<file path="src/rtl/apb_pkg.sv">
// Shared types for the APB requester: FSM states, command/response records
// and the default bus widths used by the peripheral bus.
package apb_pkg;

  localparam int APB_ADDR_W = 32;
  localparam int APB_DATA_W = 32;
  localparam int STRB_W     = APB_DATA_W / 8;

  typedef enum logic [1:0] {
    IDLE   = 2'd0,
    SETUP  = 2'd1,
    ACCESS = 2'd2,
    RESP   = 2'd3
  } apb_state_e;

  typedef struct packed {
    logic [APB_ADDR_W-1:0] addr;
    logic                  write;
    logic [STRB_W-1:0]     strb;
    logic [APB_DATA_W-1:0] wdata;
  } apb_req_t;

  typedef struct packed {
    logic [APB_DATA_W-1:0] rdata;
    logic                  err;
  } apb_rsp_t;

endpackage

</file>
<file path="src/rtl/apb_timeout_ctr.sv">
// Counts ACCESS cycles of the current transfer and flags the cycle in which
// the slave has used up its allowance. TIMEOUT = 0 removes the guard.
module apb_timeout_ctr #(
  parameter int TIMEOUT = 256
) (
  input  logic pclk,
  input  logic presetn,
  input  logic clear,
  input  logic enable,
  output logic expired
);

  generate
    if (TIMEOUT == 0) begin : g_off
      assign expired = 1'b0;
    end else begin : g_on
      localparam int            CW   = $clog2(TIMEOUT + 1);
      localparam logic [CW-1:0] LAST = CW'(TIMEOUT - 1);

      logic [CW-1:0] count_reg;

      // Cycle counter: cleared per transfer, saturates on the final cycle
      always_ff @(posedge pclk or negedge presetn) begin
        if (!presetn) begin
          count_reg <= '0;
        end else if (clear) begin
          count_reg <= '0;
        end else if (enable && (count_reg != LAST)) begin
          count_reg <= count_reg + 1'b1;
        end
      end

      // Expiry is flagged during the ACCESS cycle that reaches TIMEOUT-1
      assign expired = enable && (count_reg == LAST);
    end
  endgenerate

endmodule

</file>
<file path="src/rtl/apb_master.sv">
// APB requester: one command at a time from a valid/ready channel, drives a
// full SETUP/ACCESS transfer, returns read data / error on a response channel.
module apb_master
  import apb_pkg::*;
#(
  parameter int ADDR_W  = 32,
  parameter int DATA_W  = 32,
  parameter int TIMEOUT = 256
) (
  input  logic                pclk,
  input  logic                presetn,
  input  logic                req_valid,
  output logic                req_ready,
  input  logic [ADDR_W-1:0]   req_addr,
  input  logic                req_write,
  input  logic [DATA_W/8-1:0] req_strb,
  input  logic [DATA_W-1:0]   req_wdata,
  output logic                rsp_valid,
  input  logic                rsp_ready,
  output logic [DATA_W-1:0]   rsp_rdata,
  output logic                rsp_err,
  output logic                psel,
  output logic                penable,
  output logic [ADDR_W-1:0]   paddr,
  output logic                pwrite,
  output logic [DATA_W/8-1:0] pstrb,
  output logic [DATA_W-1:0]   pwdata,
  input  logic [DATA_W-1:0]   prdata,
  input  logic                pready,
  input  logic                pslverr
);

  apb_state_e state_reg;
  logic       accept;
  logic       in_access;
  logic       expired;

  assign accept    = (state_reg == IDLE) && req_valid && req_ready;
  assign in_access = (state_reg == ACCESS);

  apb_timeout_ctr #(
    .TIMEOUT (TIMEOUT)
  ) u_timeout (
    .pclk    (pclk),
    .presetn (presetn),
    .clear   (accept),
    .enable  (in_access),
    .expired (expired)
  );

  // Transfer FSM; every bus and channel output is a register of this block
  always_ff @(posedge pclk or negedge presetn) begin
    if (!presetn) begin
      state_reg <= IDLE;
      req_ready <= 1'b0;
      rsp_valid <= 1'b0;
      rsp_rdata <= '0;
      rsp_err   <= 1'b0;
      psel      <= 1'b0;
      penable   <= 1'b0;
      paddr     <= '0;
      pwrite    <= 1'b0;
      pstrb     <= '0;
      pwdata    <= '0;
    end else begin
      case (state_reg)
        IDLE: begin
          if (accept) begin
            // The APB output registers double as the command capture
            req_ready <= 1'b0;
            psel      <= 1'b1;
            paddr     <= req_addr;
            pwrite    <= req_write;
            pstrb     <= req_write ? req_strb : '0;
            pwdata    <= req_wdata;
            state_reg <= SETUP;
          end else begin
            req_ready <= 1'b1;
          end
        end

        SETUP: begin
          penable   <= 1'b1;
          state_reg <= ACCESS;
        end

        ACCESS: begin
          // pready takes priority over an expiry in the same cycle
          if (pready || expired) begin
            psel      <= 1'b0;
            penable   <= 1'b0;
            paddr     <= '0;
            pwrite    <= 1'b0;
            pstrb     <= '0;
            pwdata    <= '0;
            rsp_valid <= 1'b1;
            state_reg <= RESP;
            if (pready) begin
              rsp_rdata <= pwrite ? '0 : prdata;
              rsp_err   <= pslverr;
            end else begin
              rsp_rdata <= '0;
              rsp_err   <= 1'b1;
            end
          end
        end

        RESP: begin
          if (rsp_ready) begin
            rsp_valid <= 1'b0;
            rsp_rdata <= '0;
            rsp_err   <= 1'b0;
            req_ready <= 1'b1;
            state_reg <= IDLE;
          end
        end

        default: begin
          state_reg <= IDLE;
        end
      endcase
    end
  end

endmodule

</file>
<file path="config.mk">
export PLATFORM = sky130hd
export DESIGN_NAME = apb_master
export DESIGN_NICKNAME = d
export VERILOG_FILES = /design/src/rtl/apb_pkg.sv /design/src/rtl/apb_timeout_ctr.sv /design/src/rtl/apb_master.sv
export SDC_FILE = /design/constraint.sdc
export NUM_CORES = 1
export LEC_CHECK = 0
export BUFFER_PORTS_ARGS = -buffer_cell sky130_fd_sc_hd__buf_2
export CELL_PAD_IN_SITES_DETAIL_PLACEMENT = 0
export CELL_PAD_IN_SITES_GLOBAL_PLACEMENT = 1
export CORE_UTILIZATION = 37
export CTS_CLUSTER_SIZE = 8
export DETAILED_ROUTE_END_ITERATION = 12
export PLACE_DENSITY = 0.81
export RECOVER_POWER = 50
export SLEW_MARGIN = 25
export SYNTH_ARGS = -nofsm -noshare
export SYNTH_HDL_FRONTEND = slang
export SYNTH_SLANG_ARGS = --single-unit
export TNS_END_PERCENT = 1
</file>
<file path="constraint.sdc">
create_clock -name pclk -period 2.3 [get_ports pclk]
set_input_delay 0.575 -clock pclk [delete_from_list [all_inputs] [get_ports pclk]]
set_output_delay 0.575 -clock pclk [all_outputs]
set_load 0.005 [all_outputs]
</file>
Yosys cells after proc, flatten, opt, wreduce, memory -nomap -nowiden
Cells that the tools add are included.

storage, ports and cells
  word-level logic and storage cells = 72
  output and inout port bits = 106
  flip-flop bits (word level) = 117

operators by class
  equal/unequal tests = 8
  reductions and logical operators = 16
  $add $sub $neg = 1
  multiplexer cells = 35

operators with widths
  kind                                                                    number
  32-bit two-way mux                                                      7
  32-bit one-hot mux with 2 select lines                                  3
  9-bit two-way mux                                                       2
  4-bit two-way mux                                                       3
  1-bit one-hot mux with 2 select lines                                   6
  2-bit nonzero test                                                      5
  9-bit by 1-bit adder with 9-bit output (second input constant)          1
  9-bit by 8-bit equality test with 1-bit output (second input constant)  1
  1-bit two-way mux                                                       9
  9-bit by 8-bit != test with 1-bit output (second input constant)        1
  3-bit AND reduction                                                     3
  2-bit one-hot mux with 4 select lines                                   1
  4-bit one-hot mux with 2 select lines                                   1
  2-bit two-way mux                                                       3
  2-bit != test (second input constant)                                   3
  2-bit equality test (second input constant)                             2
  1-bit logical AND                                                       4
  2-bit AND reduction                                                     2
  2-bit by 1-bit equality test with 1-bit output (second input constant)  1
  2-bit logical NOT                                                       1
  1-bit logical OR                                                        1

Logic depth before layout (Yosys ltp)
Gate-level depths: netlist of run 1.

  depth in word-level cells = 5
  depth in mapped cells = 9
  mapped depth without buffers = 7

Cells and area by module
Synthesis of run 1 repeated with hierarchy kept, for this count alone.

unflattened totals
  cells, all modules = 314
  area, all modules = 4465.5 um^2

by module, submodules not included
  module           instances  area an instance (um^2)  cells an instance  sequential area each (um^2)
  apb_master       1          3987.6                   264                2702.6
  apb_timeout_ctr  1          478.0                    50                 225.2

Worst setup path after synthesis of run 1
No wires, ideal clock.

  kind = register to register
  start point = reg u_timeout.g_on.count_reg[3]
  end point = reg paddr[0]
  required time = 2.175 ns
  setup time = 0.125 ns
  buffers on the path = 1
  cell stages (with the launch flop) = 8
  slack = 0.210 ns
  data arrival time = 1.965 ns
  clock period less this slack = 2.090 ns
  path through = dfrtp_1 > nand4_1 > nor3_1 > ha_1 > nor3b_2 > nor3_4 > buf_6 > mux2_2

between the ends
  cells in the longest elaborated chain, start to end = 5

ends and longest elaborated chain
  what                                            RTL line               source
  start: declaration                              apb_timeout_ctr.sv:20  logic [CW-1:0] count_reg;
  start signal: assignment                        apb_timeout_ctr.sv:29  count_reg <= count_reg + 1'b1;
  9-bit by 8-bit equality test with 1-bit output  apb_timeout_ctr.sv:34  assign expired = enable && (count_reg == LAST);
  1-bit logical AND                               apb_timeout_ctr.sv:34
  1-bit logical OR                                apb_master.sv:89       if (pready || expired) begin
  2-bit != test (no source line)                  -
  3-bit AND reduction (no source line)            -
  end signal: assignment                          apb_master.sv:72       paddr <= req_addr;
  end: declaration                                apb_master.sv:24       output logic [ADDR_W-1:0] paddr,

Every way passes these cells.
A chain may end at the register's enable or synchronous reset.

Worst setup path in the final report of run 1
  start point = reg u_timeout.g_on.count_reg[3]
  end point = reg paddr[30]

Same word-level chain as after synthesis.

==> results.toml, run 1 <==
[outcome]
status = "complete, no violations"

[worst_setup_path]
regToRegStartpoint = "u_timeout.g_on.count_reg[3]"
cp_max_fo = 64
critical_path_class = "register to register"
rr_worst_depth = 7
end_kind = "register"
worst_path_max_delay_cell = "dfrtp_1"
worstPathRequired_ps = 2580
reg2reg_to = "paddr[30]"
critPathLaunchType = "register"
crit_chain = "nand4_1 > nor3_1 > ha_1 > nor3b_2 > nor3_4 > buf_12 > mux2_2"
cp_data_arrival_time_ps = 2440
r2r_slack_ps = 140
critPathMaxStageDelay_ps = 400

[yosys]
synthSimpleGateAreaFrac_pct = 12.1
synth_top_family_by_area = "multiplexers"
syn_inst = 380
ys_ff_latch = 117
synth_area_um2 = 5020
synth_commonest_cells = "dfrtp_1, nor2b_1, mux2_2, a22o_1, clkbuf_1"
synthXorXnorAreaFrac_pct = 0.349
avgSynthCellArea_um2 = 13.2
async_flop_share_pct = 100
synth_nets = 493
ys_seq_area_share_pct = 58.3
ys.flop_type = "dfrtp_1"
yosys_warnings = 0
synthTopCellsByArea = "dfrtp_1, mux2_2, nor2b_1"
synthAdderAreaFrac_pct = 1.49
yosysMostFrequentCell = "dfrtp_1"
yosysTopAreaCell = "dfrtp_1"
yosysUniqueCellTypes = 35
synth_compound_area_share_pct = 8.79
synth_edf_count = 0
synth_top_area_share_pct = 58.3
synth.area.mux_share_pct = 15.2

[global_routing]
overflow = 0
grt_max_degree = 65
met1_usage_pct = 21.7
met2_usage_pct = 27.1
gr-usage-met3_pct = 5.94
grt_pass1_wl_um = 19000
grt_pass1_vias = 3788
grt_busiest_layer = "met2"
grt_use_total_pct = 17.3
antenna_found_initial = 0

[finish]
layout-drive-gt1-share_pct = 50.0
fin_cells = 785
fin_nets = 708
fill_cells = 1216
syn2layout_area_growth_pct = 36.5
multi_input_area_um2 = 1920
regArea_um2 = 2930
finish.instance_area_um2 = 6860
reg_top3 = "paddr: 32 flops, pwdata: 32 flops, rsp_rdata: 32 flops"

[clock_network]
clk_path_buf_depth = 2
cts_resized = 0
clkSinkCount = 117
root_buffer = "clkbuf_16"
cts_tree = "done"
clkTransAtPathRegs_ps = 60
hold_buffers = 0
cts_max_level = 4
post_cts.repair.setup_buffers = 0
clk_latency_ps = 400
numCtsBuffers = 17

[die]
rows = 42
dieHeight_um = 119
die_w_um = 119
dieArea_um2 = 14000
start_util_pct = 37.9
coreArea_um2 = 13200
io_pins = 213

[routing]
firstDrtPassIters = 4
vias_per_cell = 4.72
drc = 0
dr.first_iter.drc_count = 157
routed_wl_um = 11500
wl_per_cell_um = 14.6
vias = 3702
ant_nets = 0

[timing]
slew_violations = 0
worst_pin_slew_ps = 999
finalSetupViolCount = 0
final_hold_viol_count = 0
rsz0062_at_grt = "no"
fin_tns_setup_ps = 0
max_freq_ghz = 0.464
whs_ps = 303
period_share_pct = 93.8
min_period_ps = 2160
worst_slew_margin_rel_pct = 33.4
finalClockSkew_ps = 6.09

[placement]
dpl.hpwl_um = 8080
io_buffers = 212
gp_congestion = 0.739
place_area_um2 = 6270
dp_cells = 752

[pwr]
p_per_area_nw_per_um2 = 1540
leakagePower_nw = 3.45
ir_worst_vdd_uv = 901

[flow_run]
maxCapViolations = 0

[min_path]
min_path_type = "input port to asynchronous set/reset pin"
## stage by stage
stage | utilization [%] | setup slack, ps | power (W)
global placement | 47.4 | 221 | 0.00767
floorplan | - | 210 | 0.00639
finish | 51.8 | 144 | 0.0105
detailed placement | 47.4 | 167 | 0.00785
global route | 51.8 | 11.3 | 0.0113
CTS | 52.2 | 150 | 0.0107
## how the worst max path moves through the flow
stage / start / endpoint / slack [ps] / depth (start not counted)
after floorplan: u_timeout.g_on.count_reg[3] / paddr[0] / 210 / 7
after global placement: u_timeout.g_on.count_reg[3] / paddr[0] / 220 / 7
after detailed placement: u_timeout.g_on.count_reg[3] / paddr[30] / 170 / 7
after CTS: u_timeout.g_on.count_reg[3] / paddr[30] / 150 / 7
after global routing: u_timeout.g_on.count_reg[3] / paddr[30] / 10 / 7
final: u_timeout.g_on.count_reg[3] / paddr[30] / 140 / 7
## cell families (layout without fill, tap and decap cells)
family          count (synthesis)  in the layout
simple gates                  100            100
xor+xnor                        2              2
fa+ha+maj                       6              6
mux                            68             68
other cells                     0              1
buf+inv                        31            259
flops                         117            117
compound gates                 56             56
## cell type report
type                    count  area share (%)
well taps                 176            3.21
inverters                   7           0.383
repair buffers            220            16.3
flip-flops and latches    117            42.7
diodes                      1          0.0365
clock buffers              18            6.40
clock inverters            14            2.92
multi-input cells         232            28.0
## routing by layer
metal / up-vias / wire length, um / part of all wire [%]
li1: 1760 / - / -
met1: 1771 / 4970 / 43
met2: 158 / 5340 / 47
met3: 13 / 980 / 8.6
met4: 0 / 161 / 1.4
met5: - / 0 / 0
## cells in the final DEF, fill, tap and decap left out, drive strengths merged, types with 4 or more instances in the layout
master  instances
nor2            9
inv            10
or3             6
dfrtp         117
a22o           36
clkinv          4
nand2           6
a21oi           5
o21ai           7
buf           200
clkbuf         38
mux2           65
bufinv          4
nor2b          66
ha              6
## critical path: cells and delay by family (launching register included)
| kind | cells | cell delay, ps |
|---|---|---|
| multiplexers | 1 | 390 |
| buffers and inverters | 1 | 330 |
| flip-flops | 1 | 400 |
| AND/OR/NAND/NOR | 4 | 670 |
| adder cells (fa/ha/maj) | 1 | 210 |
## power by group
part	leakage [nW]	total [W]	switching, W	internal, W
combinational	1.66	0.00414	0.00192	0.00222
clock	0.304	0.00284	0.000983	0.00185
sequential	1.49	0.00357	0.000524	0.00305
total	3.45	0.0105	0.00343	0.00712
(Power assumes the default switching activity.)
==> run 2: changes to the inputs <==
- CELL_PAD_IN_SITES_DETAIL_PLACEMENT: 0 -> not set
- CELL_PAD_IN_SITES_GLOBAL_PLACEMENT: 1 -> not set
- CORE_UTILIZATION: 37 -> 48
- TNS_END_PERCENT: 1 -> 30
==> run 2 against run 1 <==
The flow now finishes with violations (capacitance limit, slew limit). Global-route usage grew 5.9 points. Combinational power grew 6.8%. Count of clock-buffer cells in the layout shrank 1. Sequential power is essentially flat. Highest routed layer unchanged.
==> results.toml, run 2 (same netlist as run 1, synthesis figures left out) <==
[worst_setup_path]
worst_path_max_delay_cell = "dfrtp_1"
end_kind = "register"
cp_data_arrival_time_ps = 2580
cp_max_fo = 23
critPathMaxStageDelay_ps = 390
cpMostUsedCell = "buf_12"
critPathLaunchType = "register"
worstPathRequired_ps = 2690
cp_num_buf_inv = 2
crit_chain = "nand4_1 > nor3_2 > ha_1 > nor3b_2 > nor3_4 > buf_12 > buf_12 > mux2_2"
cp_top_family = "simple AND/OR/NAND/NOR gates"
critical_path_class = "register to register"

[clock_network]
clkSinkCount = 117
cts_max_level = 4
root_buffer = "clkbuf_8"
numCtsBuffers = 17
cts_tree = "done"
clkTransAtPathRegs_ps = 60
clk_path_buf_depth = 2
clk_latency_ps = 510

[routing]
ant_nets = 0
drc = 0
firstDrtPassIters = 4
vias_per_cell = 5.17
dr.max_layer_used = "met4"
wl_met1_um = 5120
wl_per_cell_um = 16.4
dr.first_iter.drc_count = 226
wl_met3_um = 851
route.met2.wl_um = 6050
vias = 3847
routed_wl_um = 12200

[die]
coreArea_um2 = 9950
io_pins = 213
die_w_um = 104
dieHeight_um = 104
rows = 36
start_util_pct = 50.5
dieArea_um2 = 10900

[global_routing]
overflow = 0
grt_pass1_wl_um = 19400
grt_pass1_vias = 3869
antenna_found_initial = 0
grt_use_total_pct = 23.1
grt_max_degree = 56

[placement]
gp_congestion = 0.795
dpl.hpwl_um = 8470
dp_cells = 710
io_buffers = 212
place_ws_ps = 107

[timing]
worst_slew_margin_rel_pct = -35.7
slew_violations = 39
finalSetupViolCount = 0
fin_tns_setup_ps = 0
finalClockSkew_ps = 3.92
final_hold_viol_count = 0
rsz0062_at_grt = "no"
worst_slack_ps = 108
worst_pin_slew_ps = 2040
max_freq_ghz = 0.456
period_share_pct = 95.3
min_period_ps = 2190

[finish]
layout-drive-gt1-share_pct = 48.8
fill_cells = 732
antennaDiodeCount = 0
fin_cells = 744
mostFrequentLayoutCells = "buf_2, dfrtp_1, nor2b_1"
fin_nets = 711
reg_top3 = "paddr: 32 flops, pwdata: 32 flops, rsp_rdata: 32 flops"
final_common_cell = "buf_2"
syn2layout_area_growth_pct = 35.8

[pwr]
sw_frac_of_total_pct = 33.6
leakagePower_nw = 3.44
comb_power_share_pct = 41.7
clkPwrFrac_pct = 24.6
ir_worst_vdd_uv = 751
internal-power_w = 0.00704
power_frac_seq_pct = 33.7
p_per_area_nw_per_um2 = 1550
switching_power_w = 0.00356

[outcome]
violations = "capacitance limit, slew limit"
status = "finished, violations left"

[flow_run]
maxCapViolations = 1

[min_path]
min_path_type = "input port to register"
## run 2: changes by cell type in the layout (fill, tap and decap cells not counted), sizes merged
| cell | previous run | this run |
|---|---|---|
| buf | 200 | 195 |
| clkinvlp | 3 | 1 |
| diode | 1 | 0 |
| bufinv | 4 | 3 |
| clkbuf | 38 | 45 |
| clkinv | 4 | 10 |
| inv | 10 | 8 |
## run 2: per-layer routing
metal / track usage, % / up-vias
met5: 0 / -
met4: 9.59 / 0
met3: 6.33 / 15
met2: 38.6 / 202
met1: 28.3 / 1859
li1: - / 1771
## run 2: repair_timing
action | 4_1_cts | 5_1_grt
endpoints found under the setup margin | 0 | 57
buffers inserted | 0 | 1
hold buffers | 0 | 0
gates resized for setup | 0 | 1
## run 2: final cells by class
type	count	area, um2	share of cell area (%)
flip-flops and latches	117	2930	42.9
multi-input cells	232	1930	28.3
repair buffers	223	1180	17.3
clock buffers	17	414	6.07
clock inverters	15	183	2.68
well taps	133	166	2.44
inverters	7	26.3	0.385
## run 2: power groups by stage
stage          Clock [W]  Combinational, W  Sequential [W]
2_1_floorplan          0           0.00278         0.00362
4_1_cts          0.00267           0.00435         0.00356
6_report         0.00261           0.00442         0.00357
3_5_place_dp           0           0.00434         0.00357
3_3_place_gp           0           0.00415         0.00352
5_1_grt          0.00279           0.00482         0.00370
## run 2: stage by stage
stage | total power (W) | util [%] | hold slack [ps] | instance area, um2
after floorplan | 0.00639 | - | 279 | 5020
after global placement | 0.00768 | 62.4 | 468 | 6210
after detailed placement | 0.00790 | 62.4 | 473 | 6210
after CTS | 0.0106 | 68.4 | 16.3 | 6810
after global routing | 0.0113 | 68.5 | 248 | 6820
final | 0.0106 | 68.5 | 272 | 6820
## run 2: path summary, 6_finish.rpt
check	slack [ps]	from	endpoint	depth (start not counted)
min	270	prdata[18]	rsp_rdata[18]	2
max reg2reg	110	u_timeout.g_on.count_reg[3]	pwdata[21]	8
min reg2reg	490	penable	penable	2
max	110	u_timeout.g_on.count_reg[3]	pwdata[21]	8
max in group asynchronous	400	presetn	pwdata[27]	2
min in group asynchronous	640	presetn	pwdata[11]	1
